==> src/rtl/multiplier_control.sv <==
// ---------------------------------------------------------------------------
// multiplier_control
//   Sequencer for a shift-add sequential multiplier datapath. On a start
//   request it loads the operands. It then runs WIDTH test/add/shift
//   iterations and pulses done once the last shift has completed. It owns
//   every write/shift strobe of the datapath.
//
//   Parameters
//     WIDTH  operand width, equal to the number of iterations
//     CNT_W  iteration counter width, 2**CNT_W must exceed WIDTH
//
//   Ports
//     clk, reset    rising-edge clock, synchronous active-high reset
//     start         multiply request, only honoured in IDLE
//     product_lsb   Product[0], the multiplier bit under test
//     busy          high in every state except IDLE
//     done          one-cycle completion pulse
//     mcand_wrctrl  load Multiplicand register
//     prod_load     Product <= {0, multiplier}
//     alu_add       Product[hi] += Multiplicand
//     prod_shift    Product >>= 1
//     iter_count    completed iterations
//
//   Optional feature, enabled by defining MULT_CTRL_SIGNED_EN:
//     signed_op (in)  request a two's-complement multiply, latched in LOAD
//     alu_sub   (out) Product[hi] -= Multiplicand (last iteration, sign bit)
//     prod_sra  (out) sign-filling shift, asserted with prod_shift
// ---------------------------------------------------------------------------
module multiplier_control #(
    parameter int WIDTH = 32,
    parameter int CNT_W = 6
) (
    input  logic             clk,
    input  logic             reset,
    input  logic             start,
    input  logic             product_lsb,
`ifdef MULT_CTRL_SIGNED_EN
    input  logic             signed_op,
    output logic             alu_sub,
    output logic             prod_sra,
`endif
    output logic             busy,
    output logic             done,
    output logic             mcand_wrctrl,
    output logic             prod_load,
    output logic             alu_add,
    output logic             prod_shift,
    output logic [CNT_W-1:0] iter_count
);

`ifdef MULT_CTRL_SIGNED_EN
    typedef enum logic [2:0] {
        S_IDLE, S_LOAD, S_TEST, S_ADD, S_SHIFT, S_DONE, S_SUB
    } state_t;
`else
    typedef enum logic [2:0] {
        S_IDLE, S_LOAD, S_TEST, S_ADD, S_SHIFT, S_DONE
    } state_t;
`endif

    localparam logic [CNT_W-1:0] LAST_ITER = CNT_W'(WIDTH - 1);

    state_t           state_q, state_d;
    logic [CNT_W-1:0] iter_q, iter_d;
    logic             busy_q, busy_d;
    logic             done_q, done_d;
    logic             mcand_wrctrl_q, mcand_wrctrl_d;
    logic             prod_load_q, prod_load_d;
    logic             alu_add_q, alu_add_d;
    logic             prod_shift_q, prod_shift_d;
`ifdef MULT_CTRL_SIGNED_EN
    logic             signed_q, signed_d;
    logic             alu_sub_q, alu_sub_d;
    logic             prod_sra_q, prod_sra_d;
`endif

    always_comb begin
        state_d = state_q;
        iter_d  = iter_q;
`ifdef MULT_CTRL_SIGNED_EN
        signed_d = signed_q;
`endif
        case (state_q)
            S_IDLE: begin
                if (start) state_d = S_LOAD;
            end
            S_LOAD: begin
                iter_d  = '0;
`ifdef MULT_CTRL_SIGNED_EN
                signed_d = signed_op;
`endif
                state_d = S_TEST;
            end
            S_TEST: begin
                if (product_lsb) begin
`ifdef MULT_CTRL_SIGNED_EN
                    // Sign bit of a two's-complement multiplier carries
                    // negative weight, so it subtracts instead of adding.
                    state_d = (signed_q && (iter_q == LAST_ITER)) ? S_SUB : S_ADD;
`else
                    state_d = S_ADD;
`endif
                end else begin
                    state_d = S_SHIFT;
                end
            end
            S_ADD: state_d = S_SHIFT;
`ifdef MULT_CTRL_SIGNED_EN
            S_SUB: state_d = S_SHIFT;
`endif
            S_SHIFT: begin
                iter_d  = iter_q + 1'b1;
                state_d = (iter_q == LAST_ITER) ? S_DONE : S_TEST;
            end
            S_DONE:  state_d = S_IDLE;
            default: state_d = S_IDLE;
        endcase

        // Outputs are decoded from the next state and registered, so each
        // output flop always reflects the state register it sits beside.
        busy_d         = (state_d != S_IDLE);
        done_d         = (state_d == S_DONE);
        mcand_wrctrl_d = (state_d == S_LOAD);
        prod_load_d    = (state_d == S_LOAD);
        alu_add_d      = (state_d == S_ADD);
        prod_shift_d   = (state_d == S_SHIFT);
`ifdef MULT_CTRL_SIGNED_EN
        alu_sub_d      = (state_d == S_SUB);
        prod_sra_d     = (state_d == S_SHIFT) && signed_d;
`endif
    end

    always_ff @(posedge clk) begin
        if (reset) begin
            state_q        <= S_IDLE;
            iter_q         <= '0;
            busy_q         <= 1'b0;
            done_q         <= 1'b0;
            mcand_wrctrl_q <= 1'b0;
            prod_load_q    <= 1'b0;
            alu_add_q      <= 1'b0;
            prod_shift_q   <= 1'b0;
`ifdef MULT_CTRL_SIGNED_EN
            signed_q       <= 1'b0;
            alu_sub_q      <= 1'b0;
            prod_sra_q     <= 1'b0;
`endif
        end else begin
            state_q        <= state_d;
            iter_q         <= iter_d;
            busy_q         <= busy_d;
            done_q         <= done_d;
            mcand_wrctrl_q <= mcand_wrctrl_d;
            prod_load_q    <= prod_load_d;
            alu_add_q      <= alu_add_d;
            prod_shift_q   <= prod_shift_d;
`ifdef MULT_CTRL_SIGNED_EN
            signed_q       <= signed_d;
            alu_sub_q      <= alu_sub_d;
            prod_sra_q     <= prod_sra_d;
`endif
        end
    end

    assign busy         = busy_q;
    assign done         = done_q;
    assign mcand_wrctrl = mcand_wrctrl_q;
    assign prod_load    = prod_load_q;
    assign alu_add      = alu_add_q;
    assign prod_shift   = prod_shift_q;
    assign iter_count   = iter_q;
`ifdef MULT_CTRL_SIGNED_EN
    assign alu_sub      = alu_sub_q;
    assign prod_sra     = prod_sra_q;
`endif

endmodule
==> config.mk <==
export PLATFORM = sky130hd
export DESIGN_NAME = multiplier_control
export DESIGN_NICKNAME = d
export VERILOG_FILES = /design/src/rtl/multiplier_control.sv
export SDC_FILE = /design/constraint.sdc
export NUM_CORES = 1
export LEC_CHECK = 0
export ABC_AREA = 0
export CAP_MARGIN = 20
export CORE_MARGIN = 2
export CORE_UTILIZATION = 32
export CTS_CLUSTER_DIAMETER = 120
export CTS_CLUSTER_SIZE = 12
export DETAILED_ROUTE_END_ITERATION = 10
export HOLD_SLACK_MARGIN = 0.08
export PLACE_DENSITY = 0.52
export SLEW_MARGIN = 20
export SYNTH_ARGS = -nofsm -noshare
export SYNTH_HDL_FRONTEND = slang
export SYNTH_SLANG_ARGS = --single-unit
==> constraint.sdc <==
create_clock -name clk -period 1.85 [get_ports clk]
set_input_delay 0.37 -clock clk [delete_from_list [all_inputs] [get_ports clk]]
set_output_delay 0.37 -clock clk [all_outputs]
set_load 0.01 [all_outputs]
; ---- Word-level counts from Yosys, hierarchy flattened
; Cells that the tools add are included.
[totals]
reg_bits = 14
in_bits = 4
output_inout_bits = 12
elab_cells = 25
[classes]
add_sub_neg = 1
n_eq_ne = 9
muxes = 5
reduce_logical = 3
[ops]
columns = op, n
row1 = 3-bit one-hot mux with 5 select lines, 1
row2 = 6-bit one-hot mux with 2 select lines, 1
row3 = "3-bit by 2-bit == test with 1-bit output, second input constant", 3
row4 = "3-bit == test, second input constant", 3
row5 = 3-bit 2-to-1 mux, 3
row6 = "6-bit by 1-bit adder with 6-bit output, second input constant", 1
row7 = "3-bit by 1-bit == test with 1-bit output, second input constant", 2
row8 = "6-bit by 5-bit == test with 1-bit output, second input constant", 1
row9 = 3-bit zero test, 1
row10 = 3-bit nonzero test, 1
row11 = 2-bit nonzero test, 1

; ---- Longest topological paths before layout
; Gate-level depths: netlist (run 1).
[depth]
word_depth = 4
mapped_depth = 5
mapped_depth_nobuf = 4

; ---- Least setup slack after synthesis (run 1)
; OpenSTA, ideal clock, no wires.
[synth_timing]
path_kind = reg2reg
startpoint = register state_q[0]
endpoint = register iter_q[3] (netlist: iter_count[3])
setup_ns = 0.087
arrival_ns = 1.392
required_ns = 1.763
setup_slack_ns = 0.371
path_stages_with_launch = 6
n_path_buf = 2
period_less_slack_ns = 1.479
path_cell_list = dfxtp_1 > buf_6 > or2_1 > buf_6 > or4b_1 > o31ai_1
[synth_between]
elab_chain_cells = 2
elab_cells_between_ends = 4
classes_between = eq/ne: 2 / mux: 1 / reduce/logical: 1
[synth_lines]
columns = element, line
row1 = from (decl), 63  ; state_t state_q, state_d;
row2 = from (signal assigned), 149  ; state_q <= state_d;
row3 = 3-bit == test / 3-bit by 1-bit == test with 1-bit output (equally long branches), 83  ; case (state_q)
row4 = 6-bit one-hot mux with 2 select lines / 2-bit nonzero test (equally long branches), -
row5 = to (signal assigned), 150  ; iter_q <= iter_d;
row6 = to (decl), 64  ; logic [CNT_W-1:0] iter_q, iter_d;
; Parallel ways exist; a longest one is shown, timed or not.
; A chain may end at the register's enable or synchronous reset.

; ---- Final worst setup path (run 1)
[layout_timing]
startpoint = register iter_q[2] (netlist: iter_count[2])
endpoint = output iter_count[2]
[layout_rtl]
columns = element, line
row1 = to (decl), 48  ; output logic [CNT_W-1:0] iter_count
; No word-level cell between the ends.

==> summary.log, run 1 <==
INFO  run_status     outcome=finished clean
INFO  worst_hold_path worst_hold_path_type=flop to flop
INFO  timing         timing_max_transition_violations_final=0
INFO  clock_network  cts_max_path_buffers=2
INFO  clock_network  post_cts_setup_bufs=0
INFO  clock_network  cts_buffers=3
INFO  global_routing grt_max_degree=18
INFO  critical_path  worst-r2r-setup-slack=0.40ns
INFO  global_routing grt_first_pass_wirelength=2900um
INFO  detailed_routing total_via_count_after_detailed_routing=705
INFO  clock_network  clkSlewWorstSetupHoldPaths=0.09ns
INFO  clock_network  cts_stage_hold_buffer_count=0
INFO  timing         clock_skew=0.00473ns
INFO  timing         report.final.setup_viol=0
INFO  critical_path  arrival_time_at_the_worst_endpoint=1.39ns
INFO  synthesis      yosys.area_share.simple=30.2%
INFO  synthesis      synth_cell_type_count=36
INFO  floorplan      floorplan.initialDensity=33.6%
INFO  power          peakVddDrop=344uV
INFO  clock_network  cts_repair_resize_count=0
INFO  synthesis      synth_edf_count=0
INFO  clock_network  clock_latency=0.28ns
INFO  global_routing antenna_found_initial=0
INFO  place          detailedPlacementHpwl=1210um
INFO  synthesis      syn-mean-instance-area=8.88um2
INFO  detailed_routing drtIter0Drc=16
INFO  critical_path  critical_path.startpoint_type=flop
INFO  critical_path  crit_family=buffers and inverters
INFO  synthesis      xor_xnor_portion_of_the_synthesized_cell_area=0%
INFO  critical_path  cp-end-kind=output pin
INFO  detailed_routing antenna_nets_post_route=0
INFO  synthesis      post_synth_fa_ha_maj_area_fraction=1.70%
INFO  floorplan      dieHeight=52.0um
INFO  synthesis      yosysWarningCount=0
INFO  critical_path  critical_path_cell_count=1
INFO  job            maxCapViolCount=0
INFO  critical_path  timing.reg2reg.worst_path_depth=3
INFO  detailed_routing detail_route.wirelength=1760um
INFO  critical_path  cp_cell_sequence=clkdlybuf4s50_1
INFO  critical_path  cp_slowest_cell=clkdlybuf4s50_1
INFO  synthesis      netlist_top_cells_area=dfxtp_1, a211oi_1, nor4b_1
INFO  synthesis      synthesis.nets=88
INFO  synthesis      netlist_instances=83
INFO  timing         slew_headroom=74.1%
INFO  final_layout   fraction_of_layout_instances_using_a_drive_strength_above_1=11.2%
INFO  synthesis      synthFlopType=dfxtp_1
INFO  timing         max_slew.worst_pin.slew=0.388ns
INFO  clock_network  cts_max_level=1
INFO  timing         fin_ws=0.0910ns
INFO  floorplan      rows=17
INFO  synthesis      post-synth-top-area-fraction=38.0%
INFO  detailed_routing drt-pass1-iter-count=4
INFO  floorplan      design.core.area=2190um2
INFO  synthesis      post_synth_most_frequent_cells=dfxtp_1, clkbuf_1, nor2_1, a21oi_1, a211oi_1
INFO  clock_network  cts.sink_count=14
INFO  synthesis      synth_top_family_by_area=simple AND/OR/NAND/NOR gates
INFO  power          leakage=0.318nW
INFO  worst_hold_path hold-path-cell-count=2
INFO  place          gp_congestion=0.709
INFO  critical_path  crit_path_max_incr_delay=0.60ns
INFO  final_layout   areaGrowthSynthToFinish=28.0%
INFO  critical_path  rr_endpoint=iter_count[3]$_SDFFE_PP0P_
INFO  critical_path  timing_worst_setup_path_type=flop to output pin
INFO  timing         finalSetupTns=0ns
INFO  clock_network  cts_tree=built
INFO  floorplan      die_width=52.0um
INFO  global_routing grt_use_total=15.0%
INFO  timing         final_period_minus_worst_setup_slack=1.76ns
INFO  critical_path  data_required_time_of_the_critical_path=1.48ns
INFO  final_layout   nNetsFinal=104
INFO  global_routing grt_pass1_vias=612
INFO  synthesis      complex_gate_fraction_of_the_synthesized_area=21.9%
INFO  worst_hold_path hold_wc_startpoint=iter_count[5]$_SDFFE_PP0P_
INFO  worst_hold_path min_delay_worst_endpoint=iter_count[5]$_SDFFE_PP0P_
INFO  detailed_routing final_routed_drc_violation_total=0
INFO  floorplan      design.portCount=16
INFO  timing         unrepaired_setup_endpoints_after_global_routing=no
INFO  detailed_routing routed_via_density=5.60
INFO  timing         max_freq=569MHz
INFO  final_layout   antenna-diode-count=0
INFO  detailed_routing wire_per_inst=14.0um
INFO  place          place.port_buffers=15
INFO  global_routing globalRoute.totalOverflow=0
INFO  synthesis      synth.cell_area=737um2
INFO  power          cellPowerDensity=706nW/um2
INFO  synthesis      ff_latch_count_synth=14
INFO  floorplan      total_die_area=2700um2
INFO  critical_path  startpoint_of_the_worst_slack_reg_to_reg_timing_path=state_q[0]$_SDFF_PP0_
INFO  synthesis      yosys.cell_count.top_type=dfxtp_1
INFO  critical_path  critical_path_peak_fanout=10
INFO  synthesis      fraction_of_registers_with_async_set_reset=0%
INFO  timing         hold_viol_final=0
INFO  synthesis      yosysSeqAreaShare=38.0%
INFO  place          pre_cts_ws=0.305ns
INFO  synthesis      top_cell_type_by_total_area_after_synthesis=dfxtp_1
INFO  power          post-layout-total-power=0.000666W
INFO  timing         fin_crit_sh=95.1%
INFO  critical_path  critical_path.n_buffers_inverters=1
INFO  synthesis      synth.mux.area_fraction=0%
INFO  clock_network  clockRootBuffer=clkbuf_4
## cells in the final DEF, fill, tap and decap left out, types with 2 or more instances in the layout
cell type / synthesis / routed
nor3b_1: 3 / 3
inv_1: 2 / 2
nor4bb_1: 2 / 2
buf_4: 1 / 5
nand4_1: 2 / 2
dfxtp_1: 14 / 14
nand2b_1: 2 / 2
a41oi_1: 2 / 2
clkdlybuf4s50_1: 0 / 15
nand2_1: 3 / 3
nor2_1: 6 / 6
a21oi_1: 5 / 5
o21ai_0: 3 / 3
clkbuf_4: 0 / 3
a32oi_1: 2 / 2
nor4b_1: 3 / 3
nor3_1: 3 / 3
a211oi_1: 4 / 4
## power breakdown
| part | total (W) | switching, W | internal [W] | leakage (nW) |
|---|---|---|---|---|
| clock network | 0.000229 | 0.000109 | 0.000120 | 0.0210 |
| registers | 0.000321 | 0.00000824 | 0.000313 | 0.114 |
| logic | 0.000116 | 0.0000623 | 0.0000541 | 0.184 |
## per-layer routing
layer	GRT usage (%)	routed length, um	vias up
met5	0	0	-
met4	7.89	26	0
met3	2.87	70	4
met2	21.1	792	17
met1	21.2	872	339
li1	-	-	345
## layout make-up
cell class,instances,area (um2)
Sequential cell,14,280
Clock buffer,4,36.3
Inverter,2,7.51
Tap cell,28,35.0
Multi-Input combinational cell,58,397
Fill cell,230,1250
Timing Repair Buffer,20,188
## worst max-delay path by stage
stage,from,to,slack [ns]
2_1_floorplan,state_q[0]$_SDFF_PP0_,iter_count[3]$_SDFFE_PP0P_,0.37
3_3_place_gp,reset,iter_count[4]$_SDFFE_PP0P_,0.31
4_1_cts,iter_count[2]$_SDFFE_PP0P_,iter_count[2],0.09
3_5_place_dp,reset,iter_count[4]$_SDFFE_PP0P_,0.30
5_1_grt,iter_count[2]$_SDFFE_PP0P_,iter_count[2],0.02
6_report,iter_count[2]$_SDFFE_PP0P_,iter_count[2],0.09
## logic make-up after synthesis
logic type,Yosys count
AND/OR/NAND/NOR,34
AO/OA/AOI/OAI,23
flip-flops,14
buffers and inverters,11
adder cells (fa/ha/maj),1
## flip-flops by register name (all words and copies together), names as in the netlist
name	flops
iter_count	6
state_q	3
alu_add	1
busy	1
done	1
prod_load	1
prod_shift	1
## stage by stage
step	util (%)	instances	hold WS [ns]	instance area, um2
2_1_floorplan	-	83	0.527	737
3_3_place_gp	41.4	122	0.516	907
3_5_place_dp	41.4	122	0.519	907
4_1_cts	43.1	126	0.541	943
5_1_grt	43.1	126	0.579	943
6_report	43.1	126	0.544	943
(Power assumes the default switching activity.)
==> inputs of run 2 (changes only) <==
Settings changed: CORE_UTILIZATION 32 to 40, CTS_CLUSTER_SIZE 12 to 25, GPL_TIMING_DRIVEN from default to 0, PLACE_DENSITY 0.52 to 0.62.
==> summary.log, run 2 (synthesized netlist as in run 1, its figures left out) <==
INFO  critical_path  data_required_time_of_the_critical_path=1.99ns [was 1.48 ns]
INFO  run_status     outcome=finished clean [unchanged]
INFO  timing         unrepaired_setup_endpoints_after_global_routing=no [unchanged]
INFO  detailed_routing drt-pass1-iter-count=4 [unchanged]
INFO  global_routing grt_use_total=18.4% [was 15.0%]
INFO  clock_network  post_cts_setup_bufs=0 [unchanged]
INFO  clock_network  cts_buffers=3 [unchanged]
INFO  clock_network  cts_tree=built [unchanged]
INFO  final_layout   post-route-cell-area=941um2 [was 943 um2]
INFO  global_routing grt_first_pass_wirelength=2790um [was 2900 um]
INFO  worst_hold_path hold-path-cell-count=2 [unchanged]
INFO  final_layout   largest_register_ffs=6 [unchanged]
INFO  timing         fin_crit_sh=94.2% [was 95.1%]
INFO  clock_network  cts_stage_hold_buffer_count=0 [unchanged]
INFO  clock_network  cts_repair_resize_count=0 [unchanged]
INFO  floorplan      floorplan.initialDensity=42.7% [was 33.6%]
INFO  final_layout   antenna-diode-count=0 [unchanged]
INFO  timing         report.final.setup_viol=0 [unchanged]
INFO  global_routing globalRoute.totalOverflow=0 [unchanged]
INFO  clock_network  clock_latency=0.27ns [was 0.28 ns]
INFO  final_layout   fraction_of_layout_instances_using_a_drive_strength_above_1=7.92% [was 11.2%]
INFO  clock_network  clkSlewWorstSetupHoldPaths=0.07ns [was 0.09 ns]
INFO  critical_path  crit_path_frequent_cell=clkbuf_1
INFO  place          gp_congestion=0.765 [was 0.709]
INFO  floorplan      rows=15 [was 17]
INFO  global_routing grt_pass1_vias=603 [was 612]
INFO  power          leakage=0.310nW [was 0.318 nW]
INFO  critical_path  critical_path.startpoint_type=flop [unchanged]
INFO  timing         final_period_minus_worst_setup_slack=1.74ns [was 1.76 ns]
INFO  critical_path  critical_path_peak_fanout=10 [unchanged]
INFO  detailed_routing final_routed_drc_violation_total=0 [unchanged]
INFO  timing         whs=0.532ns [was 0.544 ns]
INFO  critical_path  startpoint_of_the_worst_slack_reg_to_reg_timing_path=state_q[2]$_SDFF_PP0_ [was state_q[0]$_SDFF_PP0_]
INFO  critical_path  cp-end-kind=flop [was output pin]
INFO  power          peakVddDrop=330uV [was 344 uV]
INFO  power          post-layout-total-power=0.000610W [was 0.000666 W]
INFO  global_routing antenna_found_initial=0 [unchanged]
INFO  final_layout   areaGrowthSynthToFinish=27.7% [was 28.0%]
INFO  detailed_routing detail_route.wirelength=1750um [was 1760 um]
INFO  power          cellPowerDensity=649nW/um2 [was 706 nW/um2]
INFO  critical_path  timing_worst_setup_path_type=flop to flop [was flop to output pin]
INFO  floorplan      die_width=46.9um [was 52.0 um]
INFO  critical_path  crit_path_max_incr_delay=0.40ns [was 0.60 ns]
INFO  critical_path  cp_slowest_cell=dfxtp_1 [was clkdlybuf4s50_1]
INFO  timing         max_freq=574MHz [was 569 MHz]
INFO  final_layout   nNetsFinal=108 [was 104]
INFO  critical_path  arrival_time_at_the_worst_endpoint=1.88ns [was 1.39 ns]
INFO  critical_path  rr_endpoint=iter_count[3]$_SDFFE_PP0P_ [unchanged]
INFO  clock_network  cts_max_level=1 [unchanged]
INFO  timing         timing_max_transition_violations_final=0 [unchanged]
INFO  place          post_dp_cell_area=918um2 [was 907 um2]
INFO  detailed_routing total_via_count_after_detailed_routing=708 [was 705]
INFO  clock_network  cts.sink_count=14 [unchanged]
INFO  floorplan      dieHeight=46.9um [was 52.0 um]
INFO  worst_hold_path worst_hold_path_type=flop to flop [unchanged]
INFO  global_routing grt_max_degree=11 [was 18]
INFO  final_layout   layout_commonest_cell=clkdlybuf4s50_1 [unchanged]
INFO  timing         finalSetupTns=0ns [unchanged]
INFO  job            maxCapViolCount=0 [unchanged]
INFO  timing         slew_headroom=66.5% [was 74.1%]
INFO  place          place.port_buffers=15 [unchanged]
INFO  timing         clock_skew=0.000735ns [was 0.00473 ns]
INFO  detailed_routing wire_per_inst=13.9um [was 14.0 um]
INFO  floorplan      design.core.area=1730um2 [was 2190 um2]
INFO  worst_hold_path min_delay_worst_endpoint=iter_count[5]$_SDFFE_PP0P_ [unchanged]
INFO  final_layout   filler_cell_count=182 [was 230]
INFO  clock_network  clockRootBuffer=clkbuf_4 [unchanged]
INFO  critical_path  worst-r2r-setup-slack=0.11ns [was 0.40 ns]
INFO  final_layout   most-common-layout-cells=clkdlybuf4s50_1, dfxtp_1, clkbuf_1, nor2_1, a21oi_1 [was clkdlybuf4s50_1, dfxtp_1, nor2_1]
INFO  floorplan      design.portCount=16 [unchanged]
INFO  detailed_routing drtIter0Drc=24 [was 16]
INFO  worst_hold_path hold_wc_startpoint=iter_count[5]$_SDFFE_PP0P_ [unchanged]
INFO  critical_path  cp_cell_sequence=clkbuf_1 -> clkbuf_1 -> nand4_1 -> a32oi_1 -> o31ai_1 [was clkdlybuf4s50_1]
INFO  place          detailedPlacementHpwl=1270um [was 1210 um]
INFO  detailed_routing routed_via_density=5.62 [was 5.60]
INFO  clock_network  cts_max_path_buffers=2 [unchanged]
INFO  critical_path  timing.reg2reg.worst_path_depth=5 [was 3]
INFO  timing         hold_viol_final=0 [unchanged]
INFO  floorplan      total_die_area=2200um2 [was 2700 um2]
INFO  timing         max_slew.worst_pin.slew=0.503ns [was 0.388 ns]
INFO  detailed_routing antenna_nets_post_route=0 [unchanged]
==> run 2: worst max-delay path by stage <==
stage	startpoint	end	slack, ns
finish	state_q[2]$_SDFF_PP0_	iter_count[3]$_SDFFE_PP0P_	0.11
floorplan	state_q[0]$_SDFF_PP0_	iter_count[3]$_SDFFE_PP0P_	0.37
detailed placement	reset	state_q[1]$_SDFF_PP0_	0.11
global placement	reset	state_q[1]$_SDFF_PP0_	0.1
CTS	state_q[2]$_SDFF_PP0_	iter_count[3]$_SDFFE_PP0P_	0.13
global route	state_q[2]$_SDFF_PP0_	iter_count[3]$_SDFFE_PP0P_	0.002
==> run 2: power by group <==
part	switching (W)	total, W	internal (W)
Sequential	0.00000762	0.000320	0.000313
Combinational	0.0000664	0.000127	0.0000604
Clock	0.0000879	0.000163	0.0000754
==> run 2: final cells by class <==
| class | count | area [um2] | area share, % |
|---|---|---|---|
| multi-input combinational | 58 | 397 | 42.2 |
| sequential | 14 | 280 | 29.8 |
| timing repair buffer | 15 | 150 | 16.0 |
| buffer | 9 | 52.6 | 5.59 |
| tap | 25 | 31.3 | 3.32 |
| clock buffer | 3 | 22.5 | 2.39 |
| inverter | 2 | 7.51 | 0.798 |
==> run 2: worst max-delay path, delay by kind of cell, from the launching register on <==
kind                   cells  cell delay, ns
AOI/OAI and AO/OA          2            0.30
buffers and inverters      2            0.76
DFF                        1            0.40
and+or+nand+nor            1            0.16
==> run 2: layer usage <==
metal,vias up,track usage [%],part of all wire [%]
met5,-,0,0
met4,0,8.33,1.9
met3,4,6.54,4.6
met2,19,26.3,45
met1,330,24.7,49
li1,355,-,-
==> run 2: per-stage QoR <==
step	std cells	worst slack [ns]	utilization [%]
floorplan	83	0.371	-
global placement	123	0.0984	53.2
detailed placement	123	0.115	53.2
CTS	126	0.133	54.5
global route	126	0.00161	54.5
finish	126	0.107	54.5
==> inputs of run 3 (changes only) <==
Settings changed: CORE_UTILIZATION 40 to 51, PLACE_DENSITY 0.62 to 0.77, SKIP_LAST_GASP from default to 1.
Clock period 1.85 ns to 2.26 ns, I/O delays scaled along.
==> summary.log, run 3 (synthesized netlist as in run 1, its figures left out) <==
INFO  clock_network  clkSlewWorstSetupHoldPaths=0.09ns [was 0.07 ns]
INFO  worst_hold_path hold_wc_startpoint=iter_count[5]$_SDFFE_PP0P_ [unchanged]
INFO  clock_network  cts_stage_hold_buffer_count=0 [unchanged]
INFO  power          cellPowerDensity=577nW/um2 [was 649 nW/um2]
INFO  detailed_routing drt-pass1-iter-count=4 [unchanged]
INFO  detailed_routing top_signal_layer_used=met4 [unchanged]
INFO  timing         max_freq=564MHz
INFO  critical_path  critical_path.n_buffers_inverters=1 [was 2]
INFO  clock_network  clockRootBuffer=clkbuf_4 [unchanged]
INFO  clock_network  cts_max_path_buffers=2 [unchanged]
INFO  critical_path  critical_path_peak_fanout=8 [was 10]
INFO  timing         slew_headroom=68.8% [was 66.5%]
INFO  critical_path  timing_worst_setup_path_type=flop to output pin [was flop to flop]
INFO  clock_network  post_cts_setup_bufs=0 [unchanged]
INFO  place          place.port_buffers=15 [unchanged]
INFO  floorplan      total_die_area=1770um2 [was 2200 um2]
INFO  timing         finalSetupTns=0ns [unchanged]
INFO  final_layout   layout_commonest_cell=clkdlybuf4s50_1 [unchanged]
INFO  worst_hold_path min_delay_worst_endpoint=iter_count[5]$_SDFFE_PP0P_ [unchanged]
INFO  detailed_routing drt-met1-wl=787um [was 853 um]
INFO  global_routing globalRoute.totalOverflow=0 [unchanged]
INFO  worst_hold_path hold-path-cell-count=2 [unchanged]
INFO  timing         unrepaired_setup_endpoints_after_global_routing=no [unchanged]
INFO  detailed_routing wire_per_inst=13.5um [was 13.9 um]
INFO  detailed_routing routed_via_density=6.01 [was 5.62]
INFO  critical_path  worst-r2r-setup-slack=0.59ns [was 0.11 ns]
INFO  place          detailedPlacementHpwl=1120um [was 1270 um]
INFO  clock_network  cts_max_level=1 [unchanged]
INFO  floorplan      floorplan.initialDensity=55.9% [was 42.7%]
INFO  critical_path  rr_endpoint=iter_count[3]$_SDFFE_PP0P_ [unchanged]
INFO  timing         final_period_minus_worst_setup_slack=1.77ns
INFO  timing         hold_viol_final=0 [unchanged]
INFO  global_routing grt_first_pass_wirelength=2660um [was 2790 um]
INFO  final_layout   areaGrowthSynthToFinish=27.8% [was 27.7%]
INFO  global_routing antenna_found_initial=0 [unchanged]
INFO  clock_network  cts_tree=built [unchanged]
INFO  final_layout   antenna-diode-count=0 [unchanged]
INFO  final_layout   most-common-layout-cells=clkdlybuf4s50_1, dfxtp_1, clkbuf_1, nor2_1, a21oi_1 [unchanged]
INFO  global_routing grt_use_total=19.6% [was 18.4%]
INFO  detailed_routing final_routed_drc_violation_total=0 [unchanged]
INFO  final_layout   largest_register_ffs=6 [unchanged]
INFO  floorplan      design.portCount=16 [unchanged]
INFO  worst_hold_path worst_hold_path_type=flop to flop [unchanged]
INFO  floorplan      dieHeight=42.0um [was 46.9 um]
INFO  timing         max_slew.worst_pin.slew=0.468ns [was 0.503 ns]
INFO  clock_network  cts_buffers=3 [unchanged]
INFO  timing         clock_skew=0.00373ns [was 0.000735 ns]
INFO  critical_path  startpoint_of_the_worst_slack_reg_to_reg_timing_path=state_q[2]$_SDFF_PP0_ [unchanged]
INFO  place          gp_congestion=0.909 [was 0.765]
INFO  timing         report.final.setup_viol=0 [unchanged]
INFO  critical_path  crit_path_max_incr_delay=0.58ns [was 0.40 ns]
INFO  critical_path  cp_slowest_cell=clkdlybuf4s50_1 [was dfxtp_1]
INFO  critical_path  arrival_time_at_the_worst_endpoint=1.32ns [was 1.88 ns]
INFO  detailed_routing antenna_nets_post_route=0 [unchanged]
INFO  timing         timing_max_transition_violations_final=0 [unchanged]
INFO  power          leakage=0.317nW [was 0.310 nW]
INFO  final_layout   final_core_utilization=71.5% [was 54.5%]
INFO  run_status     outcome=finished clean [unchanged]
INFO  detailed_routing detail_route.wirelength=1580um [was 1750 um]
INFO  final_layout   fraction_of_layout_instances_using_a_drive_strength_above_1=8.82% [was 7.92%]
INFO  clock_network  clock_latency=0.28ns [was 0.27 ns]
INFO  clock_network  cts_repair_resize_count=0 [unchanged]
INFO  detailed_routing total_via_count_after_detailed_routing=703 [was 708]
INFO  critical_path  timing.reg2reg.worst_path_depth=5 [unchanged]
INFO  timing         fin_crit_sh=78.5%
INFO  global_routing grt_max_degree=11 [unchanged]
INFO  critical_path  crit_family=buffers and inverters [unchanged]
INFO  detailed_routing drtIter0Drc=21 [was 24]
INFO  global_routing grt_pass1_vias=600 [was 603]
INFO  power          peakVddDrop=325uV [was 330 uV]
INFO  critical_path  cp_cell_sequence=clkdlybuf4s50_1 [was clkbuf_1 -> clkbuf_1 -> nand4_1 -> a32oi_1 -> o31ai_1]
INFO  detailed_routing detailroute.wirelength.met2=683um [was 780 um]
INFO  clock_network  cts.sink_count=14 [unchanged]
INFO  floorplan      rows=13 [was 15]
INFO  job            maxCapViolCount=0 [unchanged]
INFO  floorplan      die_width=42.0um [was 46.9 um]
INFO  critical_path  critical_path.startpoint_type=flop [unchanged]
INFO  detailed_routing met3RoutedLength=82um [was 80 um]
INFO  floorplan      design.core.area=1320um2 [was 1730 um2]
INFO  critical_path  data_required_time_of_the_critical_path=1.81ns [was 1.99 ns]
INFO  final_layout   nNetsFinal=108 [unchanged]
INFO  critical_path  cp-end-kind=output pin [was flop]
run 3: metrics by stage:
stage          worst slack, ns  hold WS (ns)  cell area [um2]  std cells  power [W]
2_1_floorplan            0.781         0.527              737         83   0.000335
3_3_place_gp             0.442         0.503              906        113   0.000368
3_5_place_dp             0.423         0.514              906        113   0.000368
4_1_cts                  0.493         0.525              942        117   0.000549
5_1_grt                  0.442         0.549              942        117   0.000567
6_report                 0.486         0.526              942        117   0.000544
run 3: power breakdown:
| group | internal [W] | switching [W] | leakage, nW |
|---|---|---|---|
| sequential | 0.000256 | 0.00000620 | 0.114 |
| clock | 0.0000980 | 0.0000829 | 0.0210 |
| combinational | 0.0000495 | 0.0000515 | 0.183 |
| total | 0.000403 | 0.000141 | 0.317 |
run 3: how the worst max path moves through the flow:
stage	from	to	slack [ns]	depth (start not counted)
finish	iter_count[3]$_SDFFE_PP0P_	iter_count[3]	0.49	1
CTS	iter_count[3]$_SDFFE_PP0P_	iter_count[3]	0.49	1
global route	iter_count[0]$_SDFFE_PP0P_	iter_count[0]	0.44	1
detailed placement	reset	state_q[1]$_SDFF_PP0_	0.42	4
floorplan	state_q[0]$_SDFF_PP0_	iter_count[3]$_SDFFE_PP0P_	0.78	5
global placement	reset	state_q[1]$_SDFF_PP0_	0.44	4
run 3: layout make-up:
type,count,area [um2]
buffer,9,52.6
clock buffer,4,36.3
multi-input combinational,58,397
fill,102,375
inverter,2,7.51
tap,15,18.8
sequential,14,280
timing repair buffer,15,150
run 3: routing by layer:
layer  global-route usage (%)  vias up
met2                     28.4       27
li1                         -      355
met3                     2.59        4
met5                        0        -
met4                     9.38        0
met1                     28.7      317
